### config.mk
export PLATFORM = sky130hd
export DESIGN_NAME = rv_multicycle_controller_flat
export DESIGN_NICKNAME = d
export VERILOG_FILES = /design/src/rtl/rv_multicycle_controller_pkg.sv /design/src/rtl/rv_multicycle_controller_if.sv /design/src/rtl/rv_multicycle_controller_imm_gen.sv /design/src/rtl/rv_multicycle_controller.sv /design/src/flat_wrapper.sv
export SDC_FILE = /design/constraint.sdc
export NUM_CORES = 1
export LEC_CHECK = 0
export ABC_AREA = 0
export BUFFER_PORTS_ARGS = -buffer_cell sky130_fd_sc_hd__buf_2
export CAP_MARGIN = 20
export CORE_MARGIN = 3
export CORE_UTILIZATION = 46
export DETAILED_ROUTE_END_ITERATION = 10
export PLACE_DENSITY = 0.77
export SETUP_SLACK_MARGIN = 0.05
export SLEW_MARGIN = 20
export SYNTH_ARGS = -nofsm -noshare
export SYNTH_HDL_FRONTEND = slang
export SYNTH_SLANG_ARGS = --single-unit
### constraint.sdc
create_clock -name clk -period 2.43 [get_ports clk]
set_input_delay 0.486 -clock clk [delete_from_list [all_inputs] [get_ports clk]]
set_output_delay 0.486 -clock clk [all_outputs]
set_load 0.02 [all_outputs]
### src/rtl/rv_multicycle_controller_pkg.sv
// Shared encodings for the multi-cycle RV32I controller: opcodes, ALU ops,
// FSM states, select codes, the registered control bundle and the decoder.
package rv_ctrl_pkg;

  localparam int unsigned XLEN = 32;

  localparam logic [XLEN-1:0] NOP_INSN = 32'h0000_0013;

  localparam logic [6:0] OPC_LOAD     = 7'b0000011;
  localparam logic [6:0] OPC_MISC_MEM = 7'b0001111;
  localparam logic [6:0] OPC_OP_IMM   = 7'b0010011;
  localparam logic [6:0] OPC_AUIPC    = 7'b0010111;
  localparam logic [6:0] OPC_STORE    = 7'b0100011;
  localparam logic [6:0] OPC_OP       = 7'b0110011;
  localparam logic [6:0] OPC_LUI      = 7'b0110111;
  localparam logic [6:0] OPC_BRANCH   = 7'b1100011;
  localparam logic [6:0] OPC_JALR     = 7'b1100111;
  localparam logic [6:0] OPC_JAL      = 7'b1101111;

  localparam logic [1:0] SRC_A_RS1  = 2'd0;
  localparam logic [1:0] SRC_A_PC   = 2'd1;
  localparam logic [1:0] SRC_A_ZERO = 2'd2;
  localparam logic       SRC_B_RS2  = 1'b0;
  localparam logic       SRC_B_IMM  = 1'b1;

  localparam logic [1:0] WB_ALU = 2'd0;
  localparam logic [1:0] WB_MEM = 2'd1;
  localparam logic [1:0] WB_PC4 = 2'd2;

  localparam logic [1:0] PC_PLUS4 = 2'd0;
  localparam logic [1:0] PC_REL   = 2'd1;
  localparam logic [1:0] PC_JALR  = 2'd2;

  typedef enum logic [3:0] {
    ALU_ADD   = 4'd0,
    ALU_SUB   = 4'd1,
    ALU_SLL   = 4'd2,
    ALU_SLT   = 4'd3,
    ALU_SLTU  = 4'd4,
    ALU_XOR   = 4'd5,
    ALU_SRL   = 4'd6,
    ALU_SRA   = 4'd7,
    ALU_OR    = 4'd8,
    ALU_AND   = 4'd9,
    ALU_PASSB = 4'd10
  } alu_op_e;

  typedef enum logic [2:0] {
    ST_FETCH  = 3'd0,
    ST_DECODE = 3'd1,
    ST_EXEC   = 3'd2,
    ST_MEM    = 3'd3,
    ST_WB     = 3'd4,
    ST_TRAP   = 3'd5
  } state_e;

  typedef enum logic [3:0] {
    CLS_OP, CLS_OP_IMM, CLS_LUI, CLS_AUIPC, CLS_JAL, CLS_JALR,
    CLS_BRANCH, CLS_LOAD, CLS_STORE, CLS_FENCE, CLS_ILLEGAL
  } insn_cls_e;

  // Registered control bundle; every controller output comes from here or the IR.
  typedef struct packed {
    logic       imem_req;
    logic       dmem_req;
    logic       dmem_we;
    logic       reg_we;
    logic       pc_we;
    logic [1:0] pc_sel;
    logic [1:0] wb_sel;
    logic [1:0] alu_src_a;
    logic       alu_src_b;
    alu_op_e    alu_op;
    logic       illegal;
  } ctrl_t;

  typedef struct packed {
    insn_cls_e  cls;
    alu_op_e    alu_op;
    logic [1:0] src_a;
    logic       src_b;
  } decode_t;

  // funct3 -> ALU op for register/immediate arithmetic; alt selects SUB/SRA.
  function automatic alu_op_e alu_from_f3(input logic [2:0] f3, input logic alt);
    alu_op_e op;
    case (f3)
      3'b000:  op = alt ? ALU_SUB : ALU_ADD;
      3'b001:  op = ALU_SLL;
      3'b010:  op = ALU_SLT;
      3'b011:  op = ALU_SLTU;
      3'b100:  op = ALU_XOR;
      3'b101:  op = alt ? ALU_SRA : ALU_SRL;
      3'b110:  op = ALU_OR;
      default: op = ALU_AND;
    endcase
    return op;
  endfunction

  // Classify an instruction and pick ALU op/operands; anything unrecognised is illegal.
  function automatic decode_t decode_insn(input logic [6:0] opc, input logic [2:0] f3,
                                          input logic [6:0] f7, input logic fence_nop);
    decode_t d;
    d.cls    = CLS_ILLEGAL;
    d.alu_op = ALU_ADD;
    d.src_a  = SRC_A_RS1;
    d.src_b  = SRC_B_RS2;
    case (opc)
      OPC_OP: begin
        if (f7 == 7'h00) begin
          d.cls    = CLS_OP;
          d.alu_op = alu_from_f3(f3, 1'b0);
        end else if (f7 == 7'h20 && (f3 == 3'b000 || f3 == 3'b101)) begin
          d.cls    = CLS_OP;
          d.alu_op = alu_from_f3(f3, 1'b1);
        end
      end
      OPC_OP_IMM: begin
        d.src_b = SRC_B_IMM;
        if (f3 == 3'b001) begin
          if (f7 == 7'h00) begin
            d.cls    = CLS_OP_IMM;
            d.alu_op = ALU_SLL;
          end
        end else if (f3 == 3'b101) begin
          if (f7 == 7'h00 || f7 == 7'h20) begin
            d.cls    = CLS_OP_IMM;
            d.alu_op = alu_from_f3(f3, f7[5]);
          end
        end else begin
          d.cls    = CLS_OP_IMM;
          d.alu_op = alu_from_f3(f3, 1'b0);
        end
      end
      OPC_LUI: begin
        d.cls    = CLS_LUI;
        d.alu_op = ALU_PASSB;
        d.src_a  = SRC_A_ZERO;
        d.src_b  = SRC_B_IMM;
      end
      OPC_AUIPC: begin
        d.cls   = CLS_AUIPC;
        d.src_a = SRC_A_PC;
        d.src_b = SRC_B_IMM;
      end
      OPC_JAL: begin
        d.cls   = CLS_JAL;
        d.src_a = SRC_A_PC;
        d.src_b = SRC_B_IMM;
      end
      OPC_JALR: begin
        d.src_b = SRC_B_IMM;
        if (f3 == 3'b000) d.cls = CLS_JALR;
      end
      OPC_BRANCH: begin
        case (f3)
          3'b000, 3'b001: begin d.cls = CLS_BRANCH; d.alu_op = ALU_SUB;  end
          3'b100, 3'b101: begin d.cls = CLS_BRANCH; d.alu_op = ALU_SLT;  end
          3'b110, 3'b111: begin d.cls = CLS_BRANCH; d.alu_op = ALU_SLTU; end
          default:        d.cls = CLS_ILLEGAL;
        endcase
      end
      OPC_LOAD: begin
        d.src_b = SRC_B_IMM;
        if (f3 == 3'b000 || f3 == 3'b001 || f3 == 3'b010 || f3 == 3'b100 || f3 == 3'b101)
          d.cls = CLS_LOAD;
      end
      OPC_STORE: begin
        d.src_b = SRC_B_IMM;
        if (f3 == 3'b000 || f3 == 3'b001 || f3 == 3'b010) d.cls = CLS_STORE;
      end
      OPC_MISC_MEM: begin
        if (fence_nop && (f3 == 3'b000 || f3 == 3'b001)) d.cls = CLS_FENCE;
      end
      default: d.cls = CLS_ILLEGAL;
    endcase
    return d;
  endfunction

endpackage

### src/rtl/rv_multicycle_controller_if.sv
// Instruction/data memory handshake bundle between controller and memories.
interface rv_multicycle_controller_if;
  import rv_ctrl_pkg::*;

  logic            imem_req;
  logic            imem_ack;
  logic [XLEN-1:0] imem_rdata;
  logic            dmem_req;
  logic            dmem_we;
  logic            dmem_ack;

  modport master (
    output imem_req, dmem_req, dmem_we,
    input  imem_ack, imem_rdata, dmem_ack
  );

  modport slave (
    input  imem_req, dmem_req, dmem_we,
    output imem_ack, imem_rdata, dmem_ack
  );
endinterface

### src/rtl/rv_multicycle_controller_imm_gen.sv
// Immediate generator: picks I/S/B/U/J layout from the opcode and sign-extends.
module rv_imm_gen
  import rv_ctrl_pkg::*;
#(
  parameter int unsigned REG_DATA_WIDTH = 32
) (
  input  logic [XLEN-1:0]           ir,
  output logic [REG_DATA_WIDTH-1:0] imm
);

  logic [XLEN-1:0] imm32;

  // Reassemble the immediate bits for the instruction format.
  always_comb begin
    imm32 = '0;
    case (ir[6:0])
      OPC_STORE:           imm32 = {{20{ir[31]}}, ir[31:25], ir[11:7]};
      OPC_BRANCH:          imm32 = {{19{ir[31]}}, ir[31], ir[7], ir[30:25], ir[11:8], 1'b0};
      OPC_LUI, OPC_AUIPC:  imm32 = {ir[31:12], 12'h000};
      OPC_JAL:             imm32 = {{11{ir[31]}}, ir[31], ir[19:12], ir[20], ir[30:21], 1'b0};
      default:             imm32 = {{20{ir[31]}}, ir[31:20]};
    endcase
  end

  assign imm = REG_DATA_WIDTH'($signed(imm32));

endmodule

### src/rtl/rv_multicycle_controller.sv
// Multi-cycle RV32I control unit: fetch/decode/exec/mem/writeback sequencing
// with registered strobes and a sticky illegal-instruction trap.
module rv_multicycle_controller
  import rv_ctrl_pkg::*;
#(
  parameter int unsigned REG_DATA_WIDTH = 32,
  parameter int unsigned ALU_OP_WIDTH   = 4,
  parameter int unsigned FENCE_AS_NOP   = 1
) (
  input  logic                          clk,
  input  logic                          reset,
  rv_multicycle_controller_if.master    mem,
  input  logic                          branch_taken,
  output logic [ALU_OP_WIDTH-1:0]       alu_op,
  output logic [1:0]                    alu_src_a,
  output logic                          alu_src_b,
  output logic [4:0]                    rs1,
  output logic [4:0]                    rs2,
  output logic [4:0]                    rd,
  output logic [REG_DATA_WIDTH-1:0]     imm,
  output logic [1:0]                    wb_sel,
  output logic                          reg_we,
  output logic                          pc_we,
  output logic [1:0]                    pc_sel,
  output logic                          illegal
);

  state_e          state_q, state_d;
  logic [XLEN-1:0] ir_q;
  ctrl_t           ctrl_q, ctrl_d;
  decode_t         dec;
  logic            fetch_done;
  logic            mem_done;

  assign dec = decode_insn(ir_q[6:0], ir_q[14:12], ir_q[31:25], FENCE_AS_NOP != 0);

  // An ack only counts while our own request is up, so stale acks after reset are dropped.
  assign fetch_done = ctrl_q.imem_req & mem.imem_ack;
  assign mem_done   = ctrl_q.dmem_req & mem.dmem_ack;

  // State register.
  always_ff @(posedge clk or posedge reset) begin
    if (reset) state_q <= ST_FETCH;
    else       state_q <= state_d;
  end

  // Instruction register and registered control outputs.
  always_ff @(posedge clk or posedge reset) begin
    if (reset) begin
      ir_q   <= NOP_INSN;
      ctrl_q <= '0;
    end else begin
      ctrl_q <= ctrl_d;
      if (state_q == ST_FETCH && fetch_done) ir_q <= mem.imem_rdata;
    end
  end

  // Next state, plus the control word for the state being entered.
  always_comb begin
    state_d = state_q;
    ctrl_d  = '0;

    case (state_q)
      ST_FETCH:  if (fetch_done) state_d = ST_DECODE;
      ST_DECODE: state_d = (dec.cls == CLS_ILLEGAL) ? ST_TRAP : ST_EXEC;
      ST_EXEC: begin
        case (dec.cls)
          CLS_BRANCH, CLS_FENCE: state_d = ST_FETCH;
          CLS_LOAD, CLS_STORE:   state_d = ST_MEM;
          default:               state_d = ST_WB;
        endcase
      end
      ST_MEM:    if (mem_done) state_d = (dec.cls == CLS_STORE) ? ST_FETCH : ST_WB;
      ST_WB:     state_d = ST_FETCH;
      ST_TRAP:   state_d = ST_TRAP;
      default:   state_d = ST_FETCH;
    endcase

    case (state_d)
      ST_FETCH: ctrl_d.imem_req = 1'b1;
      ST_EXEC: begin
        ctrl_d.alu_op    = dec.alu_op;
        ctrl_d.alu_src_a = dec.src_a;
        ctrl_d.alu_src_b = dec.src_b;
      end
      ST_MEM: begin
        ctrl_d.alu_op    = dec.alu_op;
        ctrl_d.alu_src_a = dec.src_a;
        ctrl_d.alu_src_b = dec.src_b;
        ctrl_d.dmem_req  = 1'b1;
        ctrl_d.dmem_we   = (dec.cls == CLS_STORE);
      end
      ST_WB: begin
        ctrl_d.alu_op    = dec.alu_op;
        ctrl_d.alu_src_a = dec.src_a;
        ctrl_d.alu_src_b = dec.src_b;
        ctrl_d.reg_we    = (ir_q[11:7] != 5'd0);
        ctrl_d.pc_we     = 1'b1;
        case (dec.cls)
          CLS_JAL:  begin ctrl_d.pc_sel = PC_REL;  ctrl_d.wb_sel = WB_PC4; end
          CLS_JALR: begin ctrl_d.pc_sel = PC_JALR; ctrl_d.wb_sel = WB_PC4; end
          CLS_LOAD: ctrl_d.wb_sel = WB_MEM;
          default:  ctrl_d.wb_sel = WB_ALU;
        endcase
      end
      ST_TRAP:  ctrl_d.illegal = 1'b1;
      default:  ctrl_d.imem_req = 1'b0;
    endcase

    // Branch/fence/store retire straight into FETCH; their PC commit rides on the first fetch cycle.
    if (state_q == ST_EXEC && state_d == ST_FETCH) begin
      ctrl_d.pc_we  = 1'b1;
      ctrl_d.pc_sel = (dec.cls == CLS_BRANCH && branch_taken) ? PC_REL : PC_PLUS4;
    end
    if (state_q == ST_MEM && state_d == ST_FETCH) begin
      ctrl_d.pc_we  = 1'b1;
      ctrl_d.pc_sel = PC_PLUS4;
    end
  end

  rv_imm_gen #(
    .REG_DATA_WIDTH (REG_DATA_WIDTH)
  ) u_imm_gen (
    .ir  (ir_q),
    .imm (imm)
  );

  assign mem.imem_req = ctrl_q.imem_req;
  assign mem.dmem_req = ctrl_q.dmem_req;
  assign mem.dmem_we  = ctrl_q.dmem_we;
  assign alu_op       = ALU_OP_WIDTH'(ctrl_q.alu_op);
  assign alu_src_a    = ctrl_q.alu_src_a;
  assign alu_src_b    = ctrl_q.alu_src_b;
  assign wb_sel       = ctrl_q.wb_sel;
  assign reg_we       = ctrl_q.reg_we;
  assign pc_we        = ctrl_q.pc_we;
  assign pc_sel       = ctrl_q.pc_sel;
  assign illegal      = ctrl_q.illegal;
  assign rs1          = ir_q[19:15];
  assign rs2          = ir_q[24:20];
  assign rd           = ir_q[11:7];

endmodule

### src/flat_wrapper.sv
// flat-port wrapper written by rule: the top's interface ports become plain ports
module rv_multicycle_controller_flat import rv_ctrl_pkg::*;
#(
  parameter int unsigned REG_DATA_WIDTH = 32,
  parameter int unsigned ALU_OP_WIDTH   = 4,
  parameter int unsigned FENCE_AS_NOP   = 1
)
  (clk, reset, branch_taken, alu_op, alu_src_a, alu_src_b, rs1, rs2, rd, imm, wb_sel, reg_we, pc_we, pc_sel, illegal, mem_imem_req, mem_dmem_req, mem_dmem_we, mem_imem_ack, mem_imem_rdata, mem_dmem_ack);
  rv_multicycle_controller_if mem_i ();
  input  logic clk;
  input  logic reset;
  input  logic branch_taken;
  output logic [ALU_OP_WIDTH-1:0] alu_op;
  output logic [1:0] alu_src_a;
  output logic alu_src_b;
  output logic [4:0] rs1;
  output logic [4:0] rs2;
  output logic [4:0] rd;
  output logic [REG_DATA_WIDTH-1:0] imm;
  output logic [1:0] wb_sel;
  output logic reg_we;
  output logic pc_we;
  output logic [1:0] pc_sel;
  output logic illegal;
  output wire logic [$bits(mem_i.imem_req)-1:0] mem_imem_req;
  output wire logic [$bits(mem_i.dmem_req)-1:0] mem_dmem_req;
  output wire logic [$bits(mem_i.dmem_we)-1:0] mem_dmem_we;
  input wire logic [$bits(mem_i.imem_ack)-1:0] mem_imem_ack;
  input wire logic [$bits(mem_i.imem_rdata)-1:0] mem_imem_rdata;
  input wire logic [$bits(mem_i.dmem_ack)-1:0] mem_dmem_ack;
  assign mem_imem_req = mem_i.imem_req;
  assign mem_dmem_req = mem_i.dmem_req;
  assign mem_dmem_we = mem_i.dmem_we;
  assign mem_i.imem_ack = mem_imem_ack;
  assign mem_i.imem_rdata = mem_imem_rdata;
  assign mem_i.dmem_ack = mem_dmem_ack;
  rv_multicycle_controller #(.REG_DATA_WIDTH(REG_DATA_WIDTH), .ALU_OP_WIDTH(ALU_OP_WIDTH), .FENCE_AS_NOP(FENCE_AS_NOP)) u_core (.clk(clk), .reset(reset), .mem(mem_i), .branch_taken(branch_taken), .alu_op(alu_op), .alu_src_a(alu_src_a), .alu_src_b(alu_src_b), .rs1(rs1), .rs2(rs2), .rd(rd), .imm(imm), .wb_sel(wb_sel), .reg_we(reg_we), .pc_we(pc_we), .pc_sel(pc_sel), .illegal(illegal));
endmodule
## Yosys cells after proc, flatten, opt, wreduce, memory -nomap -nowiden

Cells that the tools add are included.

- $add $sub $neg: 0
- Multiply operators: 0
- Divide/modulo/power cells: 0
- $lt $le $gt $ge: 0
- Equal/unequal tests: 33
- Shift operators: 0
- Mux-type cells: 37
- Bitwise operators: 2
- Reductions and logical operators: 27

Operators by type and width:

| operator | number |
|---|---|
| case mux 31 bit (4 select lines) | 1 |
| case mux 4 bit (7 select lines) | 2 |
| two-way mux 8 bit | 6 |
| case mux 4 bit (10 select lines) | 1 |
| equality test 7 x 6 -> 1 bit (second input constant) | 4 |
| equality test 3 bit (second input constant) | 7 |
| equality test 7 bit (second input constant) | 3 |
| case mux 4 bit (5 select lines) | 1 |
| equality test 3 x 2 -> 1 bit (second input constant) | 6 |
| two-way mux 3 bit | 6 |
| equality test 4 x 3 -> 1 bit (second input constant) | 4 |
| case mux 4 bit (4 select lines) | 1 |
| OR reduction 2 bit | 8 |
| case mux 3 bit (5 select lines) | 1 |
| equality test 7 x 5 -> 1 bit (second input constant) | 2 |
| equality test 4 bit (second input constant) | 3 |
| two-way mux 4 bit | 3 |
| case mux 2 bit (2 select lines) | 3 |
| zero test 3 bit | 3 |
| case mux 3 bit (3 select lines) | 1 |
| equality test 7 x 2 -> 1 bit (second input constant) | 1 |
| equality test 7 x 4 -> 1 bit (second input constant) | 1 |
| zero test 7 bit | 1 |
| two-way mux 7 bit | 1 |
| 12 further kinds | 29 |

- Flip-flop bits (word level): 52
- Latch bits: 0
- RAM bits: 0
- Memory bits (read-only): 0
- Input port bits: 37
- Output and inout bits: 64
- Logic and storage cells: 112
- Memories kept: 0

## Depth between registers and ports, before layout

- Depth in word-level cells: 15
- Gate-level depth with buffers: 11
- Depth with buffers taken out: 9

## Hierarchy

Synthesis repeated with hierarchy kept, for this count alone.

- Cell total of the unflattened synthesis: 299
- Area total of the unflattened synthesis: 3,066.7 um^2

Modules (own cells, without submodules):

| module | instances | cells each | area an instance (um^2) | seq. area each (um^2) |
|---|---|---|---|---|
| rv_multicycle_controller | 1 | 249 | 2,673.8 | 1,305.0 |
| rv_imm_gen | 1 | 50 | 392.9 | 0.0 |

## Worst setup path before layout

Ideal clock, no wire load.

- Path type: register to output
- Start: register u_core.ir_q[4]
- End: output imm[11]
- Arrival time: 1,889 ps
- Required time: 1,944 ps
- Setup slack: 55 ps
- Stages on the path, launching flop included: 8
- Path buffers: 2
- Path through: dfstp_2 clkbuf_1 nand3b_1 nor2_1 nand2_1 nand2_1 clkbuf_1 o31ai_1

- Cells in the longest elaborated chain, start to end: 3
- Elaborated cells between the ends (all ways): 7
- Those cells by class: 5 x eq/ne; 1 x mux; 1 x reduce/logical

Ends and longest elaborated chain:

| what | line | text |
|---|---|---|
| from (decl) | rv_multicycle_controller.sv:29 | `logic [XLEN-1:0] ir_q;` |
| from (signal assigned) | rv_multicycle_controller.sv:54 | `if (state_q == ST_FETCH && fetch_done) ir_q <= mem.imem_rdata;` |
| equality test 7 x 6 -> 1 bit / equality test 7 x 5 -> 1 bit (equally long branches) | rv_multicycle_controller_imm_gen.sv:16 | `case (ir[6:0])` |
| OR reduction 2 bit | rv_multicycle_controller_imm_gen.sv:16 |  |
| case mux 31 bit (4 select lines) * | rv_multicycle_controller_imm_gen.sv:16 |  |
| to (decl) | flat_wrapper.sv:19 | `output logic [REG_DATA_WIDTH-1:0] imm;` |

Every way passes the cells marked *; elsewhere a longest branch is shown, timed or not.

## Final worst setup path

Ends and elaborated chain as after synthesis.

==> flow_summary.yaml <==
outcome:
  run_status: "completed"
place:
  io_buffer_count: 100
  dpl.cell_count: 475
  total_cell_area_at_the_placement_stage_um2: 3630
  gpl.final_weighted_congestion: 0.944
  dpl.hpwl_um: 5940
timing:
  period_share_pct: 98.6
  worst_slew_pin_slew_ns: 0.554
  period_needed_ns: 2.40
  clock_skew_ns: 0.0147
  report.final.hold_viol_count: 0
  max_freq_ghz: 0.417
  maxSlewViolCount: 0
  maxSlewHeadroom_pct: 62.1
  grt_setup_unrepaired: "true"
  timing.final.setup_violations: 0
floorplanning:
  start_util_pct: 49.3
  die-width_um: 87.3
  die_h_um: 87.3
  core.rowCount: 28
  design.die.area_um2: 7620
  floorplan.io_pins: 101
  floorplan.core_area_um2: 6170
worst_setup_path:
  critPathSlowestCell: "sky130_fd_sc_hd__dfstp_2"
  start_kind: "flip-flop"
  rrSetupSlack_ns: 0.06
  timing.critical_path.arrival_ns: 1.91
  timing.rr.end: "u_core.alu_op[2]"
  setup.worst_path.class: "reg2out"
  critical_path_depth: 6
  r2r_cells: 10
  timing.critical_path.cells: "and3b_2 > buf_6 > and3_4 > a32oi_2 > o31ai_2 > buf_4"
  cpLargestDelayFamily: "flip-flops"
  crit_path_max_incr_delay_ns: 0.58
  critPathRequiredTime_ns: 1.94
  worst-path-buf-inv: 2
  worst-path-max-fanout: 6
  origin_of_the_critical_flop_to_flop_path: "u_core.ir_q[14]"
  critPathCaptureType: "output port"
routing:
  drt_first_iter_violations: 202
  route.detailed.wl_per_inst_um: 16.9
  postRouteWirelength_um: 8370
  firstDrtPassIters: 4
  remaining_drc_errors: 0
  postRouteAntennaNets: 0
  vias: 2770
  vias_per_cell: 5.58
logic_synthesis:
  synth.yosys.seq_area_share_pct: 43.0
  synth.ff_latch_count: 52
  asyncSetResetFlopFracSynth_pct: 100
  synth_cells: 311
  syn_nets: 348
  yosys.cell_types.count: 58
  synth-edff-count: 0
  mappedNetlistArea_um2: 3040
  synthFlopType: "sky130_fd_sc_hd__dfrtp_1"
  avgSynthCellArea_um2: 9.77
  ys_warn_count: 0
power:
  power_per_cell_area_nw_per_um2: 349
  ir_worst_vdd_mv: 0.232
  p_leak_nw: 1.98
cells_and_area:
  layout-drive-gt1-share_pct: 51.5
  mostFrequentLayoutCells: "sky130_fd_sc_hd__buf_2 (88), sky130_fd_sc_hd__dfrtp_1 (47), sky130_fd_sc_hd__buf_4 (37)"
  fillCellCount: 503
  most_frequent_standard_cell_in_the_layout_excluding_fill_and_tap_cells: "sky130_fd_sc_hd__buf_2"
  finish.instance_area_um2: 4050
  area_growth_syn_to_layout_pct: 33.3
  layout.cells.non_filler: 496
  antenna_cells_inserted: 0
  total_number_of_nets_in_the_final_design: 457
clock_tree:
  cts-buffers-inserted: 5
  clk_transition_reported_paths_ns: 0.09
  cts-root-to-sink-buffers: 2
  tritoncts: "done"
  clock_tree.htree_level_count: 2
  post_cts_hold_buffer_count: 0
  cts-root-buf: "sky130_fd_sc_hd__clkbuf_8"
  worst_skew_pair.late_latency_ns: 0.31
  tritoncts_num_sinks: 52
global_routing:
  grt.overflow.total: 0
  grt_max_degree: 30
  grt_usage_pct: 21.6
  number_of_antenna_violations_at_the_first_check_in_global_routing: 0
  first_global_vias: 2674
  grt_first_pass_wirelength_um: 13100
hold_path:
  timing.hold.worst.class: "in2async"
flow_run:
  max_cap_violations: 0
[kinds of logic after synthesis]
logic type	after synthesis	share of synthesized area, %
xor gates and xnor gates	1	0.288
and+or+nand+nor	101	18.1
DFF	52	43.0
buffers and inverters	48	8.57
AOI/OAI and AO/OA	81	19.7
muxes	28	10.4
[worst max-delay path by stage]
| stage | start | endpoint | slack, ns |
|---|---|---|---|
| 3_5_place_dp | u_core.ir_q[1] | u_core.alu_op[0] | 0.03 |
| 4_1_cts | u_core.ir_q[1] | imm[18] | 0.05 |
| 5_1_grt | u_core.ir_q[14] | u_core.alu_op[1] | -0.06 |
| 3_3_place_gp | u_core.ir_q[1] | u_core.alu_op[0] | 0.11 |
| 2_1_floorplan | u_core.ir_q[4] | imm[11] | 0.06 |
| 6_report | u_core.ir_q[4] | imm[11] | 0.03 |
[where the power goes]
part	switching (mW)	internal, mW
clock network	0.295	0.205
registers	0	0.865
logic	0.0250	0.0237
[stage by stage]
stage	TNS, ns	hold slack (ns)	setup slack (ns)	total power, mW	utilization [%]
after global routing	-0.343	0.253	-0.0605	1.47	65.7
after CTS	0	0.228	0.0501	1.43	62.0
after detailed placement	0	0.529	0.0254	0.932	58.9
after floorplan	0	0.505	0.0554	0.895	-
after global placement	0	0.519	0.115	0.931	58.9
final	0	0.214	0.0336	1.41	65.7
[synth_stat cells, types with 4 or more instances]
cell,count,area [um^2]
sky130_fd_sc_hd__dfrtp_1,49,1230
sky130_fd_sc_hd__mux2_2,28,315
sky130_fd_sc_hd__nor2_1,25,93.8
sky130_fd_sc_hd__nand2_1,22,82.6
sky130_fd_sc_hd__a21o_1,19,143
sky130_fd_sc_hd__buf_4,17,128
sky130_fd_sc_hd__a21oi_1,15,75.1
sky130_fd_sc_hd__clkbuf_1,15,56.3
sky130_fd_sc_hd__o21ai_0,14,70.1
sky130_fd_sc_hd__inv_1,9,33.8
sky130_fd_sc_hd__and2_1,8,50.1
sky130_fd_sc_hd__a22o_1,5,43.8
sky130_fd_sc_hd__and3_1,5,31.3
sky130_fd_sc_hd__buf_2,5,25.0
sky130_fd_sc_hd__nand2b_1,5,31.3
sky130_fd_sc_hd__nand3_1,5,25.0
sky130_fd_sc_hd__nand4_1,5,31.3
sky130_fd_sc_hd__nor4_1,5,31.3
sky130_fd_sc_hd__nor3_1,4,20.0
[what timing repair did]
item | in CTS | in global routing
endpoints found under the setup margin | 32 | 25
cloned | 0 | 1
pin swaps | 3 | 18
resized for setup | 24 | 40
buffers inserted | 3 | 9
[final cells by class]
class / count / area, um^2 / area share (%)
multi-input combinational: 211 / 1610 / 39.8
sequential: 52 / 1310 / 32.3
timing repair buffer: 140 / 905 / 22.3
tap: 75 / 93.8 / 2.32
clock buffer: 5 / 68.8 / 1.70
inverter: 10 / 40.0 / 0.989
clock inverter: 3 / 21.3 / 0.525
[routing by layer]
layer	vias to the layer above	global-route usage [%]	wire [um]
met1	1316	29.6	3470
met2	128	34.0	4000
met5	-	0	0
met3	15	5.30	736
met4	0	6.56	163
li1	1311	-	-
[flip-flops by register name, summed over array words and instances, names as in the netlist, 2 cells and up]
name              count
u_core.alu_op         4
u_core.alu_src_a      2
u_core.ir_q          32
u_core.pc_sel         2
u_core.state_q        3
u_core.wb_sel         2
Note: power is estimated with default switching activity, not from simulation.
